$ cat config.mk
export PLATFORM = sky130hd
export DESIGN_NAME = exp_golomb_decode
export DESIGN_NICKNAME = d
export VERILOG_FILES = /design/src/rtl/vlc_pkg.sv /design/src/rtl/bit_shift_accum.sv /design/src/rtl/exp_golomb_decode.sv
export SDC_FILE = /design/constraint.sdc
export NUM_CORES = 1
export LEC_CHECK = 0
export BUFFER_PORTS_ARGS = -buffer_cell sky130_fd_sc_hd__buf_2
export CORE_ASPECT_RATIO = 1.1
export CORE_MARGIN = 2
export CORE_UTILIZATION = 45
export DETAILED_ROUTE_END_ITERATION = 16
export GPL_TIMING_DRIVEN = 0
export PLACE_DENSITY = 0.66
export SLEW_MARGIN = 5
export SYNTH_ARGS = -nofsm -noshare
export SYNTH_HDL_FRONTEND = slang
export SYNTH_SLANG_ARGS = --single-unit
$ cat constraint.sdc
create_clock -name i_clk -period 4.7 [get_ports i_clk]
set_clock_uncertainty 0.1 [all_clocks]
set_input_delay 0.94 -clock i_clk [delete_from_list [all_inputs] [get_ports i_clk]]
set_output_delay 0.94 -clock i_clk [all_outputs]
set_load 0.03 [all_outputs]
$ cat src/rtl/vlc_pkg.sv
// Shared VLC definitions: exp-Golomb decoder state encoding and datapath widths.
package vlc_pkg;

    localparam int unsigned MAX_SUM_W = 32;
    localparam int unsigned LEN_W     = 7;
    localparam int unsigned Q_W       = 6;
    localparam int unsigned K_W       = 3;

    typedef enum logic [2:0] {
        S_IDLE,
        S_PREFIX,
        S_SUFFIX,
        S_SIGN,
        S_DONE,
        S_ERR
    } egd_state_t;

endpackage

$ cat src/rtl/bit_shift_accum.sv
// Suffix shifter for the exp-Golomb sum plus the remaining-suffix-bit counter.
module bit_shift_accum
    import vlc_pkg::*;
(
    input  logic                 i_clk,
    input  logic                 i_reset,
    input  logic                 i_clear,
    input  logic                 i_load,
    input  logic [Q_W-1:0]       i_load_rem,
    input  logic                 i_shift,
    input  logic                 i_bit,
    output logic [MAX_SUM_W-1:0] o_sum_nxt_c,
    output logic [Q_W-1:0]       o_rem
);

    logic [MAX_SUM_W-1:0] r_sum;
    logic [Q_W-1:0]       r_rem;
    logic [Q_W-1:0]       w_rem_nxt;

    // Load plants the leading 1 of the sum; each suffix bit shifts in below it.
    always_comb begin
        o_sum_nxt_c = r_sum;
        w_rem_nxt   = r_rem;
        if (i_clear) begin
            o_sum_nxt_c = '0;
            w_rem_nxt   = '0;
        end else if (i_load) begin
            o_sum_nxt_c = MAX_SUM_W'(1);
            w_rem_nxt   = i_load_rem;
        end else if (i_shift) begin
            o_sum_nxt_c = {r_sum[MAX_SUM_W-2:0], i_bit};
            w_rem_nxt   = r_rem - Q_W'(1);
        end
    end

    always_ff @(posedge i_clk) begin
        if (i_reset) begin
            r_sum <= '0;
            r_rem <= '0;
        end else begin
            r_sum <= o_sum_nxt_c;
            r_rem <= w_rem_nxt;
        end
    end

    assign o_rem = r_rem;

endmodule

$ cat src/rtl/exp_golomb_decode.sv
// Bit-serial exp-Golomb decoder: counts the zero prefix, shifts in the suffix,
// optionally captures a trailing sign bit, and reports value and codeword length.
module exp_golomb_decode
    import vlc_pkg::*;
(
    input  logic                 i_clk,
    input  logic                 i_reset,
    input  logic                 i_start,
    input  logic [K_W-1:0]       i_k,
    input  logic                 i_is_ac_level,
    input  logic                 i_bit_in,
    input  logic                 i_bit_valid,
    output logic                 o_bit_ready,
    output logic [MAX_SUM_W-1:0] o_val,
    output logic                 o_is_minus,
    output logic [LEN_W-1:0]     o_codeword_length,
    output logic                 o_out_valid,
    input  logic                 i_out_ready,
    output logic                 o_error
);

    egd_state_t r_state;
    egd_state_t w_state_nxt;
    egd_state_t w_tail_state;

    logic [K_W-1:0]       r_k;
    logic                 r_ac;
    logic [Q_W-1:0]       r_q;
    logic [LEN_W-1:0]     r_len;
    logic                 r_bit_ready;
    logic                 r_out_valid;
    logic                 r_error;
    logic                 r_is_minus;
    logic [MAX_SUM_W-1:0] r_val;
    logic [LEN_W-1:0]     r_codeword_length;

    logic                 w_accept;
    logic                 w_clear;
    logic                 w_q_inc;
    logic                 w_load;
    logic                 w_shift;
    logic                 w_sign;
    logic [Q_W-1:0]       w_q_plus1;
    logic [Q_W-1:0]       w_rem_init;
    logic [Q_W-1:0]       w_rem;
    logic [MAX_SUM_W-1:0] w_sum_nxt;

    assign w_accept     = i_bit_valid && r_bit_ready;
    assign w_q_plus1    = r_q + Q_W'(1);
    assign w_rem_init   = r_q + Q_W'(r_k);
    assign w_tail_state = r_ac ? S_SIGN : S_DONE;

    bit_shift_accum u_accum (
        .i_clk       (i_clk),
        .i_reset     (i_reset),
        .i_clear     (w_clear),
        .i_load      (w_load),
        .i_load_rem  (w_rem_init),
        .i_shift     (w_shift),
        .i_bit       (i_bit_in),
        .o_sum_nxt_c (w_sum_nxt),
        .o_rem       (w_rem)
    );

    always_ff @(posedge i_clk) begin
        if (i_reset) r_state <= S_IDLE;
        else         r_state <= w_state_nxt;
    end

    // Prefix overflow fires when the sum would need more than MAX_SUM_W bits.
    always_comb begin
        w_state_nxt = r_state;
        w_clear     = 1'b0;
        w_q_inc     = 1'b0;
        w_load      = 1'b0;
        w_shift     = 1'b0;
        w_sign      = 1'b0;
        unique case (r_state)
            S_IDLE, S_ERR: begin
                if (i_start) begin
                    w_clear     = 1'b1;
                    w_state_nxt = S_PREFIX;
                end
            end
            S_PREFIX: begin
                if (w_accept) begin
                    if (!i_bit_in) begin
                        w_q_inc = 1'b1;
                        if (w_q_plus1 == Q_W'(MAX_SUM_W) - Q_W'(r_k)) w_state_nxt = S_ERR;
                    end else begin
                        w_load      = 1'b1;
                        w_state_nxt = (w_rem_init == '0) ? w_tail_state : S_SUFFIX;
                    end
                end
            end
            S_SUFFIX: begin
                if (w_accept) begin
                    w_shift = 1'b1;
                    if (w_rem == Q_W'(1)) w_state_nxt = w_tail_state;
                end
            end
            S_SIGN: begin
                if (w_accept) begin
                    w_sign      = 1'b1;
                    w_state_nxt = S_DONE;
                end
            end
            S_DONE: begin
                if (i_out_ready) w_state_nxt = S_IDLE;
            end
            default: w_state_nxt = S_IDLE;
        endcase
    end

    // Flags are registered from the next state so they line up with the state register.
    always_ff @(posedge i_clk) begin
        if (i_reset) begin
            r_k               <= '0;
            r_ac              <= 1'b0;
            r_q               <= '0;
            r_len             <= '0;
            r_bit_ready       <= 1'b0;
            r_out_valid       <= 1'b0;
            r_error           <= 1'b0;
            r_is_minus        <= 1'b0;
            r_val             <= '0;
            r_codeword_length <= '0;
        end else begin
            r_bit_ready <= (w_state_nxt == S_PREFIX) || (w_state_nxt == S_SUFFIX) ||
                           (w_state_nxt == S_SIGN);
            r_out_valid <= (w_state_nxt == S_DONE);
            r_error     <= (w_state_nxt == S_ERR);
            if (w_clear) begin
                r_k        <= i_k;
                r_ac       <= i_is_ac_level;
                r_q        <= '0;
                r_len      <= '0;
                r_is_minus <= 1'b0;
            end else begin
                if (w_q_inc)  r_q        <= w_q_plus1;
                if (w_accept) r_len      <= r_len + LEN_W'(1);
                if (w_sign)   r_is_minus <= i_bit_in;
            end
            if ((w_state_nxt == S_DONE) && (r_state != S_DONE)) begin
                r_val             <= w_sum_nxt - (MAX_SUM_W'(1) << r_k);
                r_codeword_length <= r_len + LEN_W'(1);
            end
        end
    end

    assign o_bit_ready       = r_bit_ready;
    assign o_out_valid       = r_out_valid;
    assign o_error           = r_error;
    assign o_is_minus        = r_is_minus;
    assign o_val             = r_val;
    assign o_codeword_length = r_codeword_length;

endmodule
==> reports/qor.csv, run 1 <==
metric;value;unit
pre-CTS setup slack;-1.397;ns
sequential share of the synthesized area;0.3451;
PortBufs;52;
die area;0.01395;mm2
Hold WS;0.3523;ns
Die Y;123.7;um
max-cap violation count;0;
Hold EP;o_val[3]$_SDFFE_PP0P_;
count of flip-flops with a built-in enable after synthesis;0;
DP HPWL;11930;um
final hold vios;0;
deepest clock path buffer count;2;
Clock Pin Slew Worst Setup and Hold Paths;0.07;ns
worst hold path startpoint;o_val[3]$_SDFFE_PP0P_;
Yosys reg bits;101;
Final WS setup;0.2329;ns
post-route ant nets;0;
relative slew slack;0.4404;
row count;43;
Final Net Count;820;
Initial Util;0.4634;
Root Buffer;clkbuf_16;
actual slew at the worst max-slew pin;0.8394;ns
Pre-antenna DRT Iters;5;
fin area;0.006815;mm2
antenna violations before repair;0;
Multi-input gate area;0.003598;mm2
total clock sinks;101;
Syn-to-layout area delta;16.31;%
WL/cell;17.01;um
Tot Pwr;2.090;mW
crit path time final;4.467;ns
DR iter-0 viols;343;
reg2reg setup slack;0.41;ns
f_max;223.9;MHz
Synth Area in Simple Gates;0.2413;
core area;0.01264;mm2
ys async rst share;0;
compound-gate portion of the synthesized area;0.2176;
HP Class;reg2reg;
most frequent cells after synthesis;dfxtp_1 (101), nor2_1 (99), nand2_1 (88);
largest cells by area after synthesis;dfxtp_1 (35%), nor2_1 (6.3%), nand2_1 (5.6%);
post-synthesis mux area share;0.02434;
setup violators final;0;
clk_lat worst skew;0.36;ns
Critical Path AT;4.66;ns
leakage power figure;2.661;nW
post-synth top area share;0.3451;
Final GP Congestion;0.9609;
largest net degree at the start of global routing;19;
Post-Synthesis Cell Area;0.005859;mm2
Mapped Cells;721;
Setup Crit Path Kind;in2reg;
XOR/XNOR share of the synthesized area;0.07175;
top-level I/O count;53;
Synth Area in Adders;0.05168;
Worst Path Required;4.89;ns
final core occ;0.5390;
reg2reg end;o_val[18]$_SDFFE_PP0P_;
most frequent cell after synthesis;dfxtp_1;
critical path fanouts, max;18;
WL final;16140;um
Max VDD drop;266.8;uV
fillers;1192;
power density over the cells;306.6;mW/mm2
cell taking the most area after synthesis;dfxtp_1;
post-route DRC violation count;0;
Critical Path Source Type;primary input;
Crit. End Element;flop;
layout cells sized above 1;0.1780;
sequential cell area;0.002022;mm2
vias in the first global route;5238;
TritonCTS clock tree;built;
drt via density;5.789;
Syn Nets;754;
synth unique cells;70;
Post-Synthesis Mean Instance Area;8.127;um2
R2R Path Start;r_state[0]$_SDFF_PP0_;
H-tree level count;3;
Worst Hold Path Cells;2;
GRT overflow;0;
final-report max-slew violation count;0;
ratio of final minimum period to clock period;0.9504;
Total GRT Usage;0.2336;
status;finished, final reports clean;
largest family of logic cells by synthesized area;simple AND/OR/NAND/NOR gates;
ANT cells;0;
first-pass GRT wire length;25670;um
YS warnings;0;
Worst Reg-to-Reg Cells;15;
Via Count;5494;
Die W;112.8;um
top_reg_cell synth;dfxtp_1;
CTS Buf Count;9;
RSZ-0062 raised after global routing;no;
post-place instance area;0.006317;mm2
-- state kept, by name, summed over array words and instances, names as in the netlist --
| register | cells |
|---|---|
| r_state | 3 |
| r_k | 3 |
| r_len | 7 |
| o_is_minus | 1 |
| o_bit_ready | 1 |
| u_accum.r_sum | 32 |
| r_q | 6 |
| r_ac | 1 |
| o_val | 32 |
| o_codeword_length | 7 |
| o_error | 1 |
| o_out_valid | 1 |
| u_accum.o_rem | 6 |
-- power breakdown --
part | switching (mW) | internal [mW] | leakage (nW) | total (mW)
clock | 0.341 | 0.605 | 0.186 | 0.946
combinational | 0.172 | 0.101 | 1.66 | 0.273
sequential | 0.00739 | 0.863 | 0.815 | 0.870
-- worst max path at each step --
| stage | slack, ns | to | start | cells past startpoint |
|---|---|---|---|---|
| after global placement | -1.47 | o_val[16]$_SDFFE_PP0P_ | i_bit_valid | 17 |
| after detailed placement | -1.40 | o_val[16]$_SDFFE_PP0P_ | i_bit_valid | 20 |
| after global routing | 0.04 | o_val[16]$_SDFFE_PP0P_ | i_bit_valid | 15 |
| after floorplan | 0.02 | o_val[16]$_SDFFE_PP0P_ | i_bit_valid | 19 |
| after CTS | 0.004 | o_val[18]$_SDFFE_PP0P_ | i_bit_valid | 18 |
| final | 0.23 | o_val[16]$_SDFFE_PP0P_ | i_bit_valid | 19 |
-- layer usage --
layer | wire length, um | track usage
met3 | 1019 | 0.03260
met5 | 0 | 0
met1 | 6948 | 0.2903
met2 | 7645 | 0.3941
met4 | 526 | 0.1273
-- layout by cell type (no fill, tap or decap), types with 14 or more instances in the layout --
| cell type | count |
|---|---|
| dfxtp_1 | 101 |
| nor2_1 | 98 |
| nand2_1 | 87 |
| a21oi_1 | 58 |
| buf_2 | 58 |
| xnor2_1 | 29 |
| o21ai_0 | 23 |
| and2_1 | 23 |
| a211oi_2 | 21 |
| ha_1 | 21 |
| xor2_1 | 19 |
| clkbuf_1 | 18 |
| inv_1 | 16 |
| nor3_1 | 15 |
| nand3_1 | 14 |
-- cell type report --
class                   instances  area share
inverters                      16    0.008812
multi-input cells             558      0.5280
clock inverters                 5     0.01891
plain buffers                  43     0.03690
repair buffers                 58     0.04480
well taps                     157     0.02882
clock buffers                  11     0.03708
flip-flops and latches        101      0.2967
-- repair_timing --
| item | CTS | global route |
|---|---|---|
| gates resized for setup | 18 | 15 |
| buffers inserted | 2 | 4 |
| endpoints found under the setup margin | 25 | 17 |
| hold buffers | 0 | 0 |
| pin swaps | 1 | 2 |
| hold endpoints to repair | 0 | 0 |
-- per-stage QoR --
step           setup TNS [ns]  std cells
3_5_place_dp           -24.01        930
2_1_floorplan               0        721
3_3_place_gp           -23.82        930
6_report                    0        949
4_1_cts                     0        946
5_1_grt                     0        949
-- critical path: stages --
cell	delay, ns
buf_2	0.13
and3b_1	0.17
buf_2	0.17
buf_6	0.16
nand2_4	0.21
buf_6	0.21
nand2_1	0.06
o21ai_0	0.10
nand2b_1	0.09
ha_1	0.23
fa_1	0.41
nor2b_1	0.17
o31a_1	0.21
o41a_1	0.29
nor3_4	0.11
a2111oi_1	0.37
a221oi_1	0.08
or3_1	0.40
a21oi_2	0.13
-- cell families after synthesis --
group | after synthesis
AOI/OAI and AO/OA | 172
xor gates and xnor gates | 48
adders and majority gates | 23
buffers and inverters | 62
DFF | 101
muxes | 14
and+or+nand+nor | 301
No activity file was read; power rests on OpenSTA's default activity.
==> run 2: changes to the inputs <==
==> constraint.sdc (replaced) <==
create_clock -name i_clk -period 4.7 [get_ports i_clk]
set_clock_uncertainty 0.1 [all_clocks]
set_input_delay 0.235 -clock i_clk [delete_from_list [all_inputs] [get_ports i_clk]]
set_output_delay 0.235 -clock i_clk [all_outputs]
set_load 0.03 [all_outputs]
==> run 2 against run 1 <==
  * Sequential power barely moved
  * Critical path depth fell by 2
  * Global-route usage rose by 0.082 points
  * Critical endpoint unchanged
  * Worst setup slack got worse by 0.030 ns
  * Highest routed layer unchanged
  * Sequential share of layout area rose by 0.31 points
  * Critical path type is now reg2reg
  * Count of clock-buffer cells in the layout fell by 2
  * Die area did not move
==> reports/qor.csv, run 2 (synthesized netlist as in run 1, its figures left out) <==
metric;value;unit;change
crit path time final;4.497;ns;+0.03020 ns
Critical Path AT;4.63;ns;-0.03 ns
Final Net Count;823;;+0.37%
worst hold path startpoint;i_k[1];;
Via Count;5439;;-1.0%
Setup Crit Path Kind;reg2reg;;
final hold vios;0;;unchanged
non-filler cells, final;952;;+0.32%
f_max;222.4;MHz;-0.67%
status;finished, final reports clean;;
commonest non-fill, non-tap cell in the layout;dfxtp_1;;
DR iter-0 viols;275;;-20%
antenna violations before repair;0;;unchanged
deepest clock path buffer count;2;;unchanged
Worst Reg-to-Reg Cells;17;;+2
R2R Path Start;r_state[2]$_SDFF_PP0_;;
leakage power figure;2.626;nW;-1.3%
critical path fanouts, max;10;;-8
TritonCTS clock tree;built;;
Tot Pwr;1.937;mW;-7.3%
DP HPWL;11790;um;-1.2%
Max VDD drop;197.5;uV;-26%
final core occ;0.5334;;-0.005641
Critical Path Source Type;flop;;
drt via density;5.713;;-1.3%
met1 GRT Util;0.2885;;-0.001723
vias in the first global route;5221;;-0.32%
PortBufs;52;;unchanged
Final GP Congestion;0.9542;;-0.70%
top-level I/O count;53;;unchanged
die area;0.01395;mm2;unchanged
GRT overflow;0;;unchanged
total clock sinks;101;;unchanged
post-place instance area;0.006316;mm2;about the same
Clock Pin Slew Worst Setup and Hold Paths;0.07;ns;about the same
first-pass GRT wire length;25740;um;+0.25%
Die Y;123.7;um;unchanged
routing usage on met3;0.03601;;+0.003406
max-cap violation count;0;;unchanged
Initial Util;0.4634;;unchanged
Pre-antenna DRT Iters;5;;unchanged
ratio of final minimum period to clock period;0.9569;;+0.006426
core area;0.01264;mm2;unchanged
WL/cell;16.69;um;-1.8%
reg2reg setup slack;0.20;ns;-0.21 ns
post-route DRC violation count;0;;unchanged
post-route ant nets;0;;unchanged
ANT cells;0;;unchanged
largest net degree at the start of global routing;20;;+1
fin area;0.006744;mm2;-1.0%
setup violators final;0;;unchanged
layout cells sized above 1;0.1761;;-0.001930
Die W;112.8;um;unchanged
RSZ-0062 raised after global routing;yes;;
row count;43;;unchanged
Total GRT Usage;0.2345;;+0.0008193
Worst Path Required;4.83;ns;-0.06 ns
actual slew at the worst max-slew pin;0.8533;ns;+0.01392 ns
relative slew slack;0.4311;;-0.009278
Syn-to-layout area delta;15.10;%;
clk_lat worst skew;0.37;ns;about the same
power density over the cells;287.2;mW/mm2;-6.4%
final-report max-slew violation count;0;;unchanged
CTS Buf Count;9;;unchanged
WL final;15890;um;-1.5%
Worst Hold Path Cells;3;;+1
H-tree level count;3;;unchanged
GRT met2 Usage;0.3982;;+0.004117
peak-usage layer in the global routing report;met2;;
Root Buffer;clkbuf_16;;
Crit. End Element;flop;;
commonest non-fill, non-tap cells in the layout;dfxtp_1 (101), nor2_1 (98), nand2_1 (87);;
Cell Count Post-Placement;930;;unchanged
Hold EP;r_k[1]$_SDFFE_PP0P_;;
reg2reg end;o_val[16]$_SDFFE_PP0P_;;
HP Class;in2reg;;
## run 2: how the worst max path moves through the flow
stage	from	to	slack [ns]	cells after the start
after floorplan	o_bit_ready$_SDFF_PP0_	o_val[18]$_SDFFE_PP0P_	0.37	17
after global placement	r_state[2]$_SDFF_PP0_	o_val[16]$_SDFFE_PP0P_	-0.89	17
after detailed placement	r_state[2]$_SDFF_PP0_	o_val[16]$_SDFFE_PP0P_	-0.88	17
after CTS	r_state[2]$_SDFF_PP0_	o_val[18]$_SDFFE_PP0P_	0.03	18
after global routing	r_state[2]$_SDFF_PP0_	o_val[16]$_SDFFE_PP0P_	-0.05	17
final	r_state[2]$_SDFF_PP0_	o_val[16]$_SDFFE_PP0P_	0.20	17
## run 2: per-stage QoR
stage | TNS (ns) | setup WS [ns] | hold slack, ns
finish | 0 | 0.2027 | 0.02071
global route | -0.08579 | -0.05432 | 0.04516
CTS | 0 | 0.02562 | 0.01687
detailed placement | -9.775 | -0.8819 | 0.3451
global placement | -9.131 | -0.8873 | 0.3422
floorplan | 0 | 0.3724 | 0.2737
## run 2: worst max-delay path: stages (launching register included)
cell and delay [ns]:
dfxtp_1 0.31, buf_2 0.17, nand3b_1 0.30, nor2_4 0.18, buf_4 0.23, buf_6 0.18, buf_4 0.20, nand2_1 0.07
a21oi_1 0.16, ha_1 0.30, nor2b_1 0.17, o31a_1 0.28, o41a_1 0.53, nor3_2 0.47, a2111oi_0 0.21, a221oi_1 0.22
or3_1 0.21, a21oi_2 0.07
## run 2: layout make-up
type                       count  area [um2]
buffer                        43       236.5
clock buffer                   9       225.2
sequential                   101        2022
timing repair buffer          61       330.3
fill                        1200        5899
multi-input combinational    558        3586
tap                          157       196.4
clock inverter                 7       87.58
inverter                      16       60.06
## run 2: report_power, final
| group | total, mW | internal [mW] | switching (mW) |
|---|---|---|---|
| registers | 0.870 | 0.862 | 0.00739 |
| logic | 0.272 | 0.102 | 0.170 |
| clock network | 0.795 | 0.427 | 0.367 |
| total | 1.94 | 1.39 | 0.545 |
## run 2: layer usage
layer,up-vias,share of wire
met3,40,0.064
met5,-,0
met4,0,0.035
li1,2663,-
met1,2540,0.42
met2,196,0.48
## run 2: what timing repair did
| action | 4_1_cts | 5_1_grt |
|---|---|---|
| endpoints found under the hold margin | 1 | 0 |
| hold buffers | 1 | 0 |
| pin swaps | 0 | 3 |
| buffers inserted | 0 | 8 |
| endpoints found under the setup margin | 24 | 17 |
| resized for setup | 14 | 10 |
==> run 3: changes to the inputs <==
Settings changed: GPL_TIMING_DRIVEN 0 to default, SLEW_MARGIN 5 to default.
==> run 3 against run 2 <==
  * Critical path type unchanged
  * Non-clock buffer count decreased by 38
  * Wire length shrank 10%
  * Core utilization is 1.3 points lower
  * Hold slack worse by 0.0092 ns
  * Clock power up 16%
  * Worst setup slack gained 0.45 ns
  * Total power is 5.5% higher
==> reports/qor.csv, run 3 (synthesized netlist as in run 1, its figures left out) <==
metric;value;unit;change
status;finished, final reports clean;;
Sequential Power Share;0.427;;-0.022
setup violators final;0;;unchanged
Final Net Count;785;;-4.6%
CTS Buf Count;9;;unchanged
DP HPWL;10360;um;-12%
max-cap violation count;0;;unchanged
clk_lat worst skew;0.36;ns;about the same
commonest non-fill, non-tap cells in the layout;dfxtp_1 (101), nor2_1 (98), nand2_1 (88);;
Die Y;123.7;um;unchanged
top-level I/O count;53;;unchanged
HP Class;in2reg;;
deepest clock path buffer count;2;;unchanged
Pre-antenna DRT Iters;4;;-1
Critical Path Source Type;flop;;
Clock power frac;0.451;;+0.041
Post-CTS Setup Inserts;0;;unchanged
Worst Hold Path Cells;3;;unchanged
die area;0.01395;mm2;unchanged
Setup Crit Path Kind;reg2reg;;
Net Sw Power;0.4980;mW;-8.6%
Multi-input gate area;0.003557;mm2;-0.80%
most numerous cell on the critical path;nor2b_1;;
H-tree level count;3;;unchanged
antenna violations before repair;0;;unchanged
post-route DRC violation count;0;;unchanged
f_max;246.8;MHz;+11%
Slowest-stage cell, CP;dfxtp_1;;
Root Buffer;clkbuf_16;;
largest net degree at the start of global routing;42;;+110%
crit path time final;4.051;ns;-0.4459 ns
actual slew at the worst max-slew pin;0.6897;ns;-0.1636 ns
leakage power figure;2.510;nW;-4.4%
TritonCTS clock tree;built;;
PortBufs;52;;unchanged
crit-path cells;nor2b_1 > a32o_1 > a21oi_1 > ha_1 > nor2b_1 > o31a_1 > o41a_1 > or3_1 > o311a_1 > o21ai_0 > a311oi_1;;
Crit. End Element;flop;;
critical path fanouts, max;10;;unchanged
Die W;112.8;um;unchanged
reg2reg end;o_val[18]$_SDFFE_PP0P_;;
Initial Util;0.4634;;unchanged
Worst Reg-to-Reg Cells;11;;-6
core area;0.01264;mm2;unchanged
post-route ant nets;0;;unchanged
relative slew slack;0.5388;;+0.1076
hold buffer count at cts;0;;-1
drt via density;5.707;;-0.11%
WL/cell;15.63;um;-6.4%
ratio of final minimum period to clock period;0.8620;;-0.09487
final-report max-slew violation count;0;;unchanged
GRT overflow;0;;unchanged
row count;43;;unchanged
vias in the first global route;5084;;-2.6%
DR iter-0 viols;278;;+1.1%
final core occ;0.5199;;-0.01346
R2R Path Start;r_state[0]$_SDFF_PP0_;;
layout cells sized above 1;0.1585;;-0.01758
fillers;1189;;-0.92%
Max VDD drop;224.5;uV;+14%
RSZ-0062 raised after global routing;no;;
ANT cells;0;;unchanged
first-pass GRT wire length;24500;um;-4.8%
Pint;1.544;mW;+11%
Syn-to-layout area delta;12.19;%;
Worst Path Required;4.81;ns;-0.02 ns
Final GP Congestion;0.9047;;-5.2%
post-cts sizing count;0;;-14
power share of the combinational group;0.122;;-0.018
worst hold path startpoint;i_is_ac_level;;
Total GRT Usage;0.2158;;-0.01864
total clock sinks;101;;unchanged
final hold vios;0;;unchanged
commonest non-fill, non-tap cell in the layout;dfxtp_1;;
max incr delay on CP;0.49;ns;-0.04 ns
Clock Pin Slew Worst Setup and Hold Paths;0.07;ns;about the same
reg2reg setup slack;0.65;ns;+0.45 ns
Setup TNS Final;0;ns;unchanged
pre-CTS setup slack;0.7339;ns;+1.616 ns
switching share of total power;0.2438;;-0.03747
Final WS setup;0.6486;ns;+0.4459 ns
Critical Path AT;4.17;ns;-0.46 ns
Via Count;5216;;-4.1%
power density over the cells;310.7;mW/mm2;+8.2%
WL final;14290;um;-10%
sequential cell area;0.002022;mm2;unchanged
Hold EP;r_ac$_SDFFE_PP0P_;;
## run 3: changes by cell type in the layout (fill, tap and decap cells not counted), moves of 2 or more
cell,previous run,this run
clkbuf_1,20,0
buf_2,58,52
inv_8,2,0
clkbuf_4,2,0
buf_6,4,0
nor2b_1,6,8
bufinv_16,1,4
clkbuf_2,3,0
inv_6,3,0
## run 3: how the worst max path moves through the flow
stage | slack, ns | start | endpoint
6_report | 0.65 | r_state[0]$_SDFF_PP0_ | o_val[18]$_SDFFE_PP0P_
4_1_cts | 0.66 | r_state[0]$_SDFF_PP0_ | o_val[18]$_SDFFE_PP0P_
3_3_place_gp | 0.86 | r_k[0]$_SDFFE_PP0P_ | o_val[12]$_SDFFE_PP0P_
2_1_floorplan | 0.37 | o_bit_ready$_SDFF_PP0_ | o_val[18]$_SDFFE_PP0P_
3_5_place_dp | 0.73 | r_state[0]$_SDFF_PP0_ | o_val[31]$_SDFFE_PP0P_
5_1_grt | 0.29 | r_state[0]$_SDFF_PP0_ | o_val[27]$_SDFFE_PP0P_
## run 3: power groups by stage
stage,logic [mW],registers (mW),clock network (mW)
2_1_floorplan,0.184,0.895,0
3_3_place_gp,0.245,0.892,0
3_5_place_dp,0.247,0.893,0
5_1_grt,0.275,0.874,0.975
4_1_cts,0.249,0.873,0.936
6_report,0.249,0.873,0.920
## run 3: routing by layer
layer	global-route usage	vias to the layer above	share of wire
li1	-	2582	-
met5	0	-	0
met2	0.3769	118	0.50
met4	0.07698	0	0.018
met3	0.03504	23	0.041
met1	0.2709	2493	0.44
## run 3: layout make-up
class,count,area share
clock inverter,6,0.02037
timing repair buffer,66,0.05558
multi-input combinational,558,0.5411
tap,157,0.02988
clock buffer,10,0.03635
sequential,101,0.3076
inverter,16,0.009136
## run 3: metrics by stage
| step | total power, mW | cell area [um2] | hold slack [ns] | std cells |
|---|---|---|---|---|
| 2_1_floorplan | 1.079 | 5859 | 0.2737 | 721 |
| 3_3_place_gp | 1.138 | 6201 | 0.3426 | 898 |
| 3_5_place_dp | 1.140 | 6201 | 0.3445 | 898 |
| 4_1_cts | 2.058 | 6574 | 0.008222 | 914 |
| 5_1_grt | 2.124 | 6574 | 0.02595 | 914 |
| 6_report | 2.042 | 6574 | 0.01152 | 914 |
## run 3: worst max-delay path, delay by kind of cell (launching register included)
kind / cells / cell delay (ns)
flops: 1 / 0.49
fa+ha+maj: 1 / 0.36
simple gates: 3 / 1.05
compound gates: 7 / 1.90
